**src/rtl/follower_pkg.sv**
```systemverilog
// Shared types for the Follower barcode receiver.
//   bc_state_t : FSM states of barcode_rx
//   BC_ID_BITS : station-ID width carried by one barcode frame
//   bc_id_ok() : frame acceptance test (station IDs never use the two MSBs)
package follower_pkg;

  localparam int BC_ID_BITS = 8;

  typedef enum logic [2:0] {
    BC_IDLE,
    BC_START,
    BC_WAIT_FALL,
    BC_SAMPLE,
    BC_DONE
  } bc_state_t;

  // Frames whose two MSBs are not 00 are corrupt reads and are dropped.
  function automatic logic bc_id_ok(input logic [BC_ID_BITS-1:0] id);
    return id[BC_ID_BITS-1 -: 2] == 2'b00;
  endfunction

endpackage

```
**src/rtl/barcode_rx_sync_edge.sv**
```systemverilog
// bc_sync_edge: brings the asynchronous BC line into the clk domain and
// flags its edges.
//   clk, rst_n : clock, synchronous active-low reset
//   i_bc       : raw barcode line (idle high)
//   o_bc_s     : synchronized level
//   o_bc_fall  : 1-clk pulse, synchronized level went 1->0
//   o_bc_rise  : 1-clk pulse, synchronized level went 0->1
module bc_sync_edge (
  input  logic clk,
  input  logic rst_n,
  input  logic i_bc,
  output logic o_bc_s,
  output logic o_bc_fall,
  output logic o_bc_rise
);

  logic r_meta, r_sync, r_prev;

  // Preset high so reset release does not look like a falling edge.
  always_ff @(posedge clk) begin
    if (!rst_n) begin
      r_meta <= 1'b1;
      r_sync <= 1'b1;
      r_prev <= 1'b1;
    end else begin
      r_meta <= i_bc;
      r_sync <= r_meta;
      r_prev <= r_sync;
    end
  end

  assign o_bc_s    = r_sync;
  assign o_bc_fall = r_prev & ~r_sync;
  assign o_bc_rise = ~r_prev & r_sync;

endmodule

```
**src/rtl/barcode_rx.sv**
```systemverilog
// barcode_rx: decodes the serial barcode on BC into an 8-bit station ID.
// The start pulse low time S calibrates the sampler: each data bit starts
// with a falling edge and its value is the line level S clk later.
//   clk, rst_n  : clock, synchronous active-low reset
//   BC          : raw barcode line, idle high
//   clr_ID_vld  : consumer acknowledge, clears ID_vld
//   ID          : last accepted station ID
//   ID_vld      : ID holds a new accepted value (held until cleared)
//   busy        : a frame is in progress
module barcode_rx
  import follower_pkg::*;
#(
  parameter int               CNT_W     = 22,
  parameter logic [CNT_W-1:0] TIMEOUT   = 22'h3FFFFF,
  parameter int               MIN_START = 4
) (
  input  logic                  clk,
  input  logic                  rst_n,
  input  logic                  BC,
  input  logic                  clr_ID_vld,
  output logic [BC_ID_BITS-1:0] ID,
  output logic                  ID_vld,
  output logic                  busy
);

  localparam logic [CNT_W-1:0] CNT_MAX = '1;

  logic w_bc_s, w_fall, w_rise;

  bc_state_t             r_state;
  logic [CNT_W-1:0]      r_pulse_cnt, r_smp_cnt, r_idle_cnt, r_s;
  logic [3:0]            r_bit_cnt;
  logic [BC_ID_BITS-1:0] r_shreg, r_id;
  logic                  r_id_vld;

  bc_sync_edge u_sync (
    .clk      (clk),
    .rst_n    (rst_n),
    .i_bc     (BC),
    .o_bc_s   (w_bc_s),
    .o_bc_fall(w_fall),
    .o_bc_rise(w_rise)
  );

  always_ff @(posedge clk) begin
    if (!rst_n) begin
      r_state     <= BC_IDLE;
      r_pulse_cnt <= '0;
      r_smp_cnt   <= '0;
      r_idle_cnt  <= '0;
      r_s         <= '0;
      r_bit_cnt   <= '0;
      r_shreg     <= '0;
      r_id        <= '0;
      r_id_vld    <= 1'b0;
    end else begin
      // A DONE-state set below overrides this clear in the same cycle.
      if (clr_ID_vld) r_id_vld <= 1'b0;

      unique case (r_state)
        BC_IDLE: begin
          r_bit_cnt <= '0;
          r_shreg   <= '0;
          if (w_fall) begin
            r_pulse_cnt <= CNT_W'(1);
            r_state     <= BC_START;
          end
        end

        BC_START: begin
          if (w_rise) begin
            if (r_pulse_cnt < CNT_W'(MIN_START)) begin
              r_state <= BC_IDLE;            // glitch, not a start pulse
            end else begin
              r_s        <= r_pulse_cnt;
              r_idle_cnt <= '0;
              r_state    <= BC_WAIT_FALL;
            end
          end else begin
            r_pulse_cnt <= r_pulse_cnt + CNT_W'(1);
            // Counter about to saturate: line is stuck low.
            if (r_pulse_cnt == CNT_MAX - CNT_W'(1)) r_state <= BC_IDLE;
          end
        end

        BC_WAIT_FALL: begin
          r_idle_cnt <= r_idle_cnt + CNT_W'(1);
          if (w_fall) begin
            r_smp_cnt <= CNT_W'(1);
            r_state   <= BC_SAMPLE;
          end else if (r_idle_cnt == TIMEOUT) begin
            r_state <= BC_IDLE;
          end
        end

        BC_SAMPLE: begin
          // Edges are ignored here; only the S-clk sample point matters.
          r_smp_cnt <= r_smp_cnt + CNT_W'(1);
          if (r_smp_cnt == r_s) begin
            r_shreg   <= {r_shreg[BC_ID_BITS-2:0], w_bc_s};
            r_bit_cnt <= r_bit_cnt + 4'd1;
            if (r_bit_cnt == 4'(BC_ID_BITS - 1)) begin
              r_state <= BC_DONE;
            end else begin
              r_idle_cnt <= '0;
              r_state    <= BC_WAIT_FALL;
            end
          end
        end

        BC_DONE: begin
          if (bc_id_ok(r_shreg)) begin
            r_id     <= r_shreg;
            r_id_vld <= 1'b1;
          end
          r_state <= BC_IDLE;
        end

        default: r_state <= BC_IDLE;
      endcase
    end
  end

  assign ID     = r_id;
  assign ID_vld = r_id_vld;
  assign busy   = (r_state != BC_IDLE);

endmodule

```
**config.mk**
```make
export PLATFORM = sky130hd
export DESIGN_NAME = barcode_rx
export DESIGN_NICKNAME = d
export VERILOG_FILES = /design/src/rtl/follower_pkg.sv /design/src/rtl/barcode_rx_sync_edge.sv /design/src/rtl/barcode_rx.sv
export SDC_FILE = /design/constraint.sdc
export NUM_CORES = 1
export LEC_CHECK = 0
export CAP_MARGIN = 20
export CORE_MARGIN = 3
export CORE_UTILIZATION = 50
export CTS_CLUSTER_DIAMETER = 150
export DETAILED_ROUTE_END_ITERATION = 12
export PLACE_DENSITY_LB_ADDON = 0.2
export REMOVE_ABC_BUFFERS = 1
export SLEW_MARGIN = 5
export SYNTH_ARGS = -nofsm -noshare
export SYNTH_HDL_FRONTEND = slang
export SYNTH_HIERARCHICAL = 1
export SYNTH_SLANG_ARGS = --single-unit
```
**constraint.sdc**
```tcl
create_clock -name clk -period 3.2 [get_ports clk]
set_input_delay 0.64 -clock clk [delete_from_list [all_inputs] [get_ports clk]]
set_output_delay 0.64 -clock clk [all_outputs]
set_load 0.01 [all_outputs]
```
==> summary.md, run 1 <==
| Metric | Value |
|---|---|
| # rows | `37` |
| H-tree depth | `4` |
| Via density | `5.68` |
| Crit-path max FO | `39` |
| Share of post-route cells with drive strength above 1 | `9.55%` |
| Die height | `109 microns` |
| CTS tree | `done` |
| Drt first pass iters | `5` |
| Slew headroom | `54.6%` |
| Maxcap violations | `0` |
| Worst-Skew Late Latency | `0.53 ns` |
| Synth cell types | `54` |
| Uppermost layer routed | `met4` |
| Pwr Density | `562 nW/um^2` |
| Syn Area/Cell | `8.62 sq um` |
| Clock skew | `0.00829 ns` |
| Met3 Wirelength | `470 microns` |
| Kind of critical path | `flip-flop to flip-flop` |
| I/O Pins | `14` |
| Final Hold Viols | `0` |
| Fin util | `60.2%` |
| CTS buffer count | `17` |
| Hpwl dp | `8.15 mm` |
| Unrepaired setup endpoints after global routing | `no` |
| Crit end category | `flip-flop` |
| Clk sinks | `115` |
| Buf/Inv on CP | `1` |
| Worst slew pin tran | `0.680 ns` |
| Leakage power | `2.24 nW` |
| Synth area leaders | `dfxtp_1 43%, mux2i_1 5.2%, a21oi_1 4.7%, nor2_1 4.3%, xnor2_1 4.3%` |
| Largest net degree at the start of global routing | `48` |
| Hold bufs inserted after CTS | `0` |
| Clock root buffer | `clkbuf_8` |
| Final #Nets | `645` |
| Grt total ovfl | `0` |
| Tot GR Track Use | `21.9%` |
| Routed via count | `4461` |
| Cell Chain, Critical Path | `xnor2_2 > nand4_1 > o41a_1 > or3_4 > o21ai_2 > buf_4 > a21oi_1` |
| DRC viols | `0` |
| Die W | `109 microns` |
| Post-synthesis cell count | `621` |
| Fmax | `383 MHz` |
| Final Cycle Share | `81.6%` |
| Synth area leader | `dfxtp_1` |
| CP Data Arrival Time | `3.02 ns` |
| Top_reg_cell synth | `dfxtp_1` |
| Delay-heaviest family, CP | `compound AO/OA/AOI/OAI gates` |
| Post-synth EDFFs | `0` |
| Total Die Area | `12000 sq um` |
| Slowest cell delay on critical path | `0.55 ns` |
| Longest Clk Path Bufs | `2` |
| Clk slew on worst S/H paths | `0.06 ns` |
| Drt total wl | `12.1 mm` |
| Core footprint | `10400 sq um` |
| Initial antenna violation count | `0` |
| Starting density of the core | `51.6%` |
| Iteration-0 DRC Markers | `260` |
| Final Max Slew Viols | `0` |
| Final GP Congestion | `0.838` |
| Gates resized, CTS repair | `0` |
| First-pass GRT wire length | `20.5 mm` |
| Max VDD drop | `0.000366 V` |
| Area grow syn2layout | `16.7%` |
| Yosys reg bits | `115` |
| Most frequent cell after synthesis | `dfxtp_1` |
| Synth top area share | `43.0%` |
| Asr flop ratio synth | `0%` |
| Cell Area, Synth | `5350 sq um` |
| CP max-delay cell | `or3_4` |
| # diodes | `0` |
| Sequential-to-total area share from yosys stat | `43.0%` |
| IO Port Bufs | `13` |
| Critical path startpoint category | `flip-flop` |
| Setup Total Neg Slack | `0 ns` |
| Metal2 WL | `5.97 mm` |
| Post-CTS setup buffer count | `0` |
| Vias in the first global route | `4373` |
| Post-layout min period | `2.61 ns` |
| Worst Path Required | `3.60 ns` |
| Commonest cells in the netlist | `115 x dfxtp_1, 62 x nor2_1, 58 x nand2_1, 50 x a21oi_1, 34 x nand3_1` |
| Run status | `finished, final reports clean` |
| HP Class | `flip-flop to flip-flop` |
| DRT met1 WL | `5.46 mm` |
| Routed Antenna Nets | `0` |
| Synth warn | `6` |
| DR WL/cell | `15.4 microns` |
| Final setup fails | `0` |
==> per-layer routing <==
| metal | track usage, % | vias up |
|---|---|---|
| met1 | 26.7 | 2126 |
| li1 | - | 2244 |
| met2 | 37.2 | 73 |
| met5 | 0 | - |
| met3 | 5.11 | 18 |
| met4 | 9.17 | 0 |
==> placed cells by master (no fill, tap or decap), types with 17 or more instances in the layout <==
cell type and n:
dfxtp_1 115, nor2b_1 17, or3_1 17, xnor2_1 26
o21ai_0 18, nor2_1 62, nand3_1 34, nand2_1 58
a21oi_1 50, mux2i_1 28
==> state kept, by name (all words and copies together), names as in the netlist <==
register,count
r_shreg,8
u_sync/r_prev,1
r_s,22
r_idle_cnt,22
r_pulse_cnt,22
r_state,3
u_sync/o_bc_s,1
ID_vld,1
u_sync/r_meta,1
r_bit_cnt,4
r_smp_cnt,22
ID,8
==> power breakdown <==
part / switching (W) / leakage [nW] / internal (W) / total [W]
Sequential: 0.00000424 / 0.927 / 0.00144 / 0.00144
Clock: 0.000713 / 0.299 / 0.00129 / 0.00201
Combinational: 0.0000400 / 1.02 / 0.0000202 / 0.0000601
Total: 0.000757 / 2.24 / 0.00275 / 0.00351
==> cell families after synthesis <==
kind of cell	Yosys count	share of synthesized area, %
buf+inv	42	3.32
compound gates	107	12.0
simple gates	279	27.6
flops	115	43.0
xor+xnor	41	6.85
mux	32	6.08
fa+ha+maj	5	1.17
==> final timing paths <==
check             slack [ns]  cells past startpoint          start        endpoint
setup / recovery        0.59                      7   r_smp_cnt[5]  r_idle_cnt[20]
hold / removal          0.42                      1  u_sync/r_meta   u_sync/o_bc_s
setup reg to reg        0.59                      7   r_smp_cnt[5]  r_idle_cnt[20]
hold reg to reg         0.42                      1  u_sync/r_meta   u_sync/o_bc_s
==> metrics by stage <==
stage	cells	total power, W	hold slack [ns]	setup WS, ns	cell area, sq um
2_1_floorplan	592	0.00150	0.386	0.500	5230
3_3_place_gp	753	0.00153	0.389	0.671	5620
3_5_place_dp	753	0.00153	0.397	0.584	5620
4_1_cts	785	0.00354	0.411	0.570	6250
5_1_grt	785	0.00362	0.418	0.379	6250
6_report	785	0.00351	0.415	0.588	6250
==> area by class of cell <==
type / instances / area (sq um)
clock inverter: 14 / 200
multi-input combinational: 464 / 2880
fill: 920 / 4120
sequential: 115 / 2300
clock buffer: 18 / 428
tap: 136 / 170
inverter: 13 / 48.8
timing repair buffer: 25 / 220
(Power assumes the default switching activity.)
==> inputs of run 2 (changes only) <==
Clock period 3.2 ns to 2.4 ns, I/O delays scaled along.
==> run 2 against run 1 <==
The run now ends with negative setup slack left. Register-to-register slack got worse by 0.62 ns. Die area unchanged. Sequential share of layout area fell by 2.3 points. Highest routed layer unchanged. First-iteration DRC count down 3.5%. Critical path depth grew 2. Non-clock buffer count is 39 higher. Cell count grew 5.1%. Global-route usage barely moved. Total power up 31%. Worst hold slack better by 0.0015 ns. Clock skew about the same.
==> summary.md, run 2 (synthesized netlist as in run 1, its figures left out) <==
| Metric | Value |
|---|---|
| Run status | `finished with violations` |
| Failing checks | `negative setup slack` |
| Largest net degree at the start of global routing | `48 (unchanged)` |
| Final Hold Viols | `0 (unchanged)` |
| Starting density of the core | `51.6% (unchanged)` |
| Fmax | `412 MHz (+7.6%)` |
| Drt total wl | `12.6 mm (+4.1%)` |
| Total Die Area | `12000 sq um (unchanged)` |
| Share of post-route cells with drive strength above 1 | `17.7% (+8.2 points)` |
| Pre-CTS setup slack | `-0.0849 ns (-0.669 ns)` |
| Longest Clk Path Bufs | `2 (unchanged)` |
| Max VDD drop | `0.000608 V (+66%)` |
| First-pass GRT wire length | `20.5 mm (-0.20%)` |
| Core footprint | `10400 sq um (unchanged)` |
| Initial antenna violation count | `0 (unchanged)` |
| Crit end category | `flip-flop` |
| Clock root buffer | `clkbuf_8` |
| DRC viols | `0 (unchanged)` |
| Final GP Congestion | `0.844 (+0.63%)` |
| Crit-path max FO | `10 (-74%)` |
| # rows | `37 (unchanged)` |
| Clk sinks | `115 (unchanged)` |
| Worst slew pin tran | `0.565 ns (-0.115 ns)` |
| Iteration-0 DRC Markers | `251 (-3.5%)` |
| Setup ws final | `-0.0274 ns (-0.616 ns)` |
| Final setup fails | `13 (+13)` |
| CTS tree | `done` |
| Reg area | `2310 sq um (+0.38%)` |
| Setup slack, reg-to-reg | `-0.03 ns (-0.62 ns)` |
| Hold bufs inserted after CTS | `0 (unchanged)` |
| Die W | `109 microns (unchanged)` |
| Kind of critical path | `flip-flop to flip-flop` |
| Tot GR Track Use | `22.0% (about the same)` |
| Vias in the first global route | `4393 (+0.46%)` |
| # diodes | `0 (unchanged)` |
| Area grow syn2layout | `24.7%` |
| Most common cell after layout, fill and taps aside | `dfxtp_1` |
| Die height | `109 microns (unchanged)` |
| Drt first pass iters | `5 (unchanged)` |
| Fillers | `857 (-6.8%)` |
| H-tree depth | `4 (unchanged)` |
| DR WL/cell | `15.3 microns (-0.94%)` |
| Via density | `5.61 (-1.3%)` |
| I/O Pins | `14 (unchanged)` |
| Maxcap violations | `0 (unchanged)` |
| Unrepaired setup endpoints after global routing | `yes` |
| CP Data Arrival Time | `2.83 ns (-0.19 ns)` |
| IO Port Bufs | `13 (unchanged)` |
| CTS buffer count | `17 (unchanged)` |
| Most frequent cells in the layout | `108 x dfxtp_1, 60 x nor2_1, 58 x nand2_1` |
| Routed via count | `4629 (+3.8%)` |
| Final #Nets | `685 (+6.2%)` |
| Grt total ovfl | `0 (unchanged)` |
| Post-layout min period | `2.43 ns (-0.184 ns)` |
| Slew headroom | `62.2% (+7.6 points)` |
| Hpwl dp | `8.35 mm (+2.5%)` |
| Worst Path Required | `2.80 ns (-0.80 ns)` |
| Final Cycle Share | `101% (+20 points)` |
| Final Non-Filler Cells | `825 (+5.1%)` |
| Clk slew on worst S/H paths | `0.06 ns (about the same)` |
| Area of the multi-input gates | `2970 sq um (+3.3%)` |
| Placed Cells | `788 (+4.6%)` |
| Worst-Skew Late Latency | `0.53 ns (about the same)` |
| Routed Antenna Nets | `0 (unchanged)` |
| Final Max Slew Viols | `0 (unchanged)` |
| Pwr Density | `688 nW/um^2 (+22%)` |
| HP Class | `flip-flop to flip-flop` |
| Clock skew | `0.00828 ns (-0.0000143 ns)` |
| Leakage power | `2.48 nW (+11%)` |
| Critical path startpoint category | `flip-flop` |
==> run 2: timing repair <==
item,4_1_cts,5_1_grt
setup buffers,1,1
pin swaps,2,2
hold endpoints to repair,0,0
resized for setup,7,23
setup endpoints to repair,5,34
gates cloned,1,2
==> run 2: final timing paths <==
kind | start | to | cells past startpoint
setup / recovery | r_s[10] | r_idle_cnt[9] | 9
hold / removal | u_sync/r_meta | u_sync/o_bc_s | 1
setup reg to reg | r_s[10] | r_idle_cnt[9] | 9
hold reg to reg | u_sync/r_meta | u_sync/o_bc_s | 1
==> run 2: critical path: stages (launching register included) <==
cell and delay, ns:
dfxtp_2 0.34, xnor2_2 0.18, nand4_1 0.15, o41a_1 0.50, buf_4 0.16, or3_4 0.37
buf_6 0.15, o21ai_4 0.23, buf_12 0.18, a21oi_1 0.05
==> run 2: where the power goes <==
part	switching [W]	leakage, nW	internal, W
sequential	0.00000414	0.930	0.00192
clock	0.000859	0.286	0.00171
combinational	0.0000620	1.26	0.0000419
==> run 2: final cells by class <==
class,instances,area share [%]
inverter,13,0.731
timing repair buffer,64,8.60
tap,136,2.55
clock buffer,23,6.69
multi-input combinational,465,44.5
sequential,115,34.6
clock inverter,9,2.30
==> run 2: per-layer routing <==
metal | part of all wire [%] | track usage (%)
met1 | 46 | 27.1
met2 | 49 | 36.7
met3 | 3.9 | 6.22
met4 | 1.4 | 7.84
met5 | 0 | 0
==> run 2: through the flow <==
step / TNS, ns / total power, W / utilization [%] / hold WS [ns] / cell area [sq um]
2_1_floorplan: -6.16 / 0.00201 / - / 0.386 / 5230
3_3_place_gp: -0.0335 / 0.00205 / 57.1 / 0.390 / 5920
3_5_place_dp: -0.182 / 0.00205 / 57.1 / 0.406 / 5920
4_1_cts: 0 / 0.00463 / 63.2 / 0.421 / 6550
5_1_grt: -1.28 / 0.00474 / 64.4 / 0.449 / 6680
6_report: -0.164 / 0.00459 / 64.4 / 0.417 / 6680
==> inputs of run 3 (changes only) <==
Clock period 2.4 ns to 2.9 ns, I/O delays scaled along.
==> run 3 against run 2 <==
The flow now finishes without violations. Critical path depth decreased by 3. Global-route usage down 0.48 points. Clock-buffer cell count shrank 5. Largest cell class unchanged. Register-to-register slack improved by 0.21 ns. Final area decreased by 6.9%. Clock skew increased by 0.0025 ns. Utilization is 4.4 points lower. Critical endpoint is now r_idle_cnt[10]. Cell count decreased by 5.0%. Non-clock buffer count decreased by 40. Sequential share of layout area grew 2.4 points. Routed wire length fell by 4.3%. Highest routed layer unchanged. Total power down 18%.
==> summary.md, run 3 (synthesized netlist as in run 1, its figures left out) <==
| Metric | Value |
|---|---|
| Clk slew on worst S/H paths | `0.06 ns (about the same)` |
| Grt total ovfl | `0 (unchanged)` |
| Post-CTS setup buffer count | `0 (-1)` |
| Post-layout min period | `2.71 ns (+0.286 ns)` |
| Min-delay src | `u_sync/r_meta` |
| DR WL/cell | `15.4 microns (+0.70%)` |
| Tot GR Track Use | `21.5% (-0.48 points)` |
| Hold-critical path depth | `1 (unchanged)` |
| Worst Path Required | `3.32 ns (+0.52 ns)` |
| Max VDD drop | `0.000371 V (-39%)` |
| Routed via count | `4488 (-3.0%)` |
| IO Port Bufs | `13 (unchanged)` |
| I/O Pins | `14 (unchanged)` |
| Most common cell after layout, fill and taps aside | `dfxtp_1` |
| Die height | `109 microns (unchanged)` |
| Setup Total Neg Slack | `0 ns (+0.164 ns)` |
| Iteration-0 DRC Markers | `265 (+5.6%)` |
| Final #Nets | `644 (-6.0%)` |
| Via density | `5.72 (+2.0%)` |
| Crit-path max FO | `39 (+29)` |
| # diodes | `0 (unchanged)` |
| Total Die Area | `12000 sq um (unchanged)` |
| Pint | `0.00295 W (-20%)` |
| Clk sinks | `115 (unchanged)` |
| Hold bufs inserted after CTS | `0 (unchanged)` |
| Fmax | `369 MHz (-11%)` |
| Core footprint | `10400 sq um (unchanged)` |
| Largest net degree at the start of global routing | `48 (unchanged)` |
| Total power | `0.00376 W (-18%)` |
| Switching power | `0.000815 W (-12%)` |
| DRC viols | `0 (unchanged)` |
| Maxcap violations | `0 (unchanged)` |
| Final Max Slew Viols | `0 (unchanged)` |
| Leakage power | `2.23 nW (-10%)` |
| Drt first pass iters | `5 (unchanged)` |
| Starting density of the core | `51.6% (unchanged)` |
| Clock root buffer | `clkbuf_8` |
| Kind of critical path | `flip-flop to flip-flop` |
| Area grow syn2layout | `16.1%` |
| Setup slack, reg-to-reg | `0.19 ns (+0.21 ns)` |
| Routed Antenna Nets | `0 (unchanged)` |
| Final setup fails | `0 (-13)` |
| Unrepaired setup endpoints after global routing | `no` |
| Logic pwr share | `1.8% (-0.5 points)` |
| Clk pwr share | `56.0% (about the same)` |
| Sequential power share | `42.2% (+0.4 points)` |
| Longest Clk Path Bufs | `2 (unchanged)` |
| CP Data Arrival Time | `3.13 ns (+0.30 ns)` |
| Worst reg2reg path startpoint | `r_smp_cnt[11]` |
| Sw Share | `21.7% (+1.5 points)` |
| Die W | `109 microns (unchanged)` |
| Worst-Skew Late Latency | `0.51 ns (-0.02 ns)` |
| HP Class | `flip-flop to flip-flop` |
| H-tree depth | `4 (unchanged)` |
| Gates resized, CTS repair | `0 (-7)` |
| Crit end category | `flip-flop` |
| # rows | `37 (unchanged)` |
| Reg2reg end | `r_idle_cnt[10]` |
| Drt total wl | `12.1 mm (-4.3%)` |
| Hpwl dp | `8.00 mm (-4.2%)` |
| Clock skew | `0.0107 ns (+0.00245 ns)` |
| Initial antenna violation count | `0 (unchanged)` |
| First-pass GRT wire length | `20.5 mm (-0.17%)` |
| Final GP Congestion | `0.870 (+3.1%)` |
| Final Hold Viols | `0 (unchanged)` |
| Final Cycle Share | `93.6% (-7.6 points)` |
| Most frequent cells in the layout | `115 x dfxtp_1, 62 x nor2_1, 58 x nand2_1` |
| Slew headroom | `52.4% (-9.7 points)` |
| Worst slew pin tran | `0.712 ns (+0.147 ns)` |
| Critical path startpoint category | `flip-flop` |
| CTS tree | `done` |
| Pwr Density | `605 nW/um^2 (-12%)` |
| CTS buffer count | `17 (unchanged)` |
| Run status | `finished, final reports clean` |
| Vias in the first global route | `4286 (-2.4%)` |
| Hold path endpoint | `u_sync/o_bc_s` |
| Worst Reg-to-Reg Cells | `6 (-3)` |
| Share of post-route cells with drive strength above 1 | `9.41% (-8.3 points)` |
-- run 3: worst max-delay path by stage --
stage / from / endpoint / slack, ns / depth (start not counted)
after global routing: r_smp_cnt[11] / r_idle_cnt[10] / 0.05 / 6
after detailed placement: r_smp_cnt[11] / r_idle_cnt[10] / 0.26 / 6
after global placement: r_smp_cnt[11] / r_idle_cnt[10] / 0.39 / 6
after CTS: r_smp_cnt[11] / r_idle_cnt[10] / 0.20 / 6
after floorplan: r_pulse_cnt[8] / r_s[21] / 0.20 / 5
final: r_smp_cnt[11] / r_idle_cnt[10] / 0.19 / 6
-- run 3: power groups by stage --
stage                     logic [W]  clock network (W)  registers, W
after global routing      0.0000750            0.00222       0.00159
after CTS                 0.0000681            0.00213       0.00159
after global placement    0.0000667                  0       0.00162
final                     0.0000677            0.00211       0.00159
after detailed placement  0.0000681                  0       0.00162
after floorplan           0.0000376                  0       0.00162
-- run 3: layer usage --
| metal | GRT usage (%) | share of wire [%] |
|---|---|---|
| met5 | 0 | 0 |
| met4 | 6.59 | 0.90 |
| met3 | 4.64 | 3.7 |
| met2 | 35.4 | 49 |
| met1 | 28.2 | 47 |
-- run 3: cell type report --
type	instances	area (sq um)
Clock buffer	18	428
Clock inverter	14	179
Fill cell	925	4150
Inverter	13	48.8
Multi-Input combinational cell	464	2880
Sequential cell	115	2300
Tap cell	136	170
Timing Repair Buffer	24	213
-- run 3: critical path, cell delays in order (launching register included) --
cell and delay [ns]:
dfxtp_1 0.43, xnor2_1 0.18, nand4_1 0.18, o41a_1 0.48, or3_4 0.56, or4_1 0.52
a211oi_1 0.26
-- run 3: per-stage QoR --
stage	std cells	utilization (%)	cell area, sq um	worst slack, ns	hold slack [ns]
after global routing	784	60.0	6220	0.0497	0.450
final	784	60.0	6220	0.187	0.406
after CTS	784	60.0	6220	0.196	0.407
after global placement	752	54.1	5610	0.389	0.390
after floorplan	592	-	5230	0.200	0.386
after detailed placement	752	54.1	5610	0.262	0.393
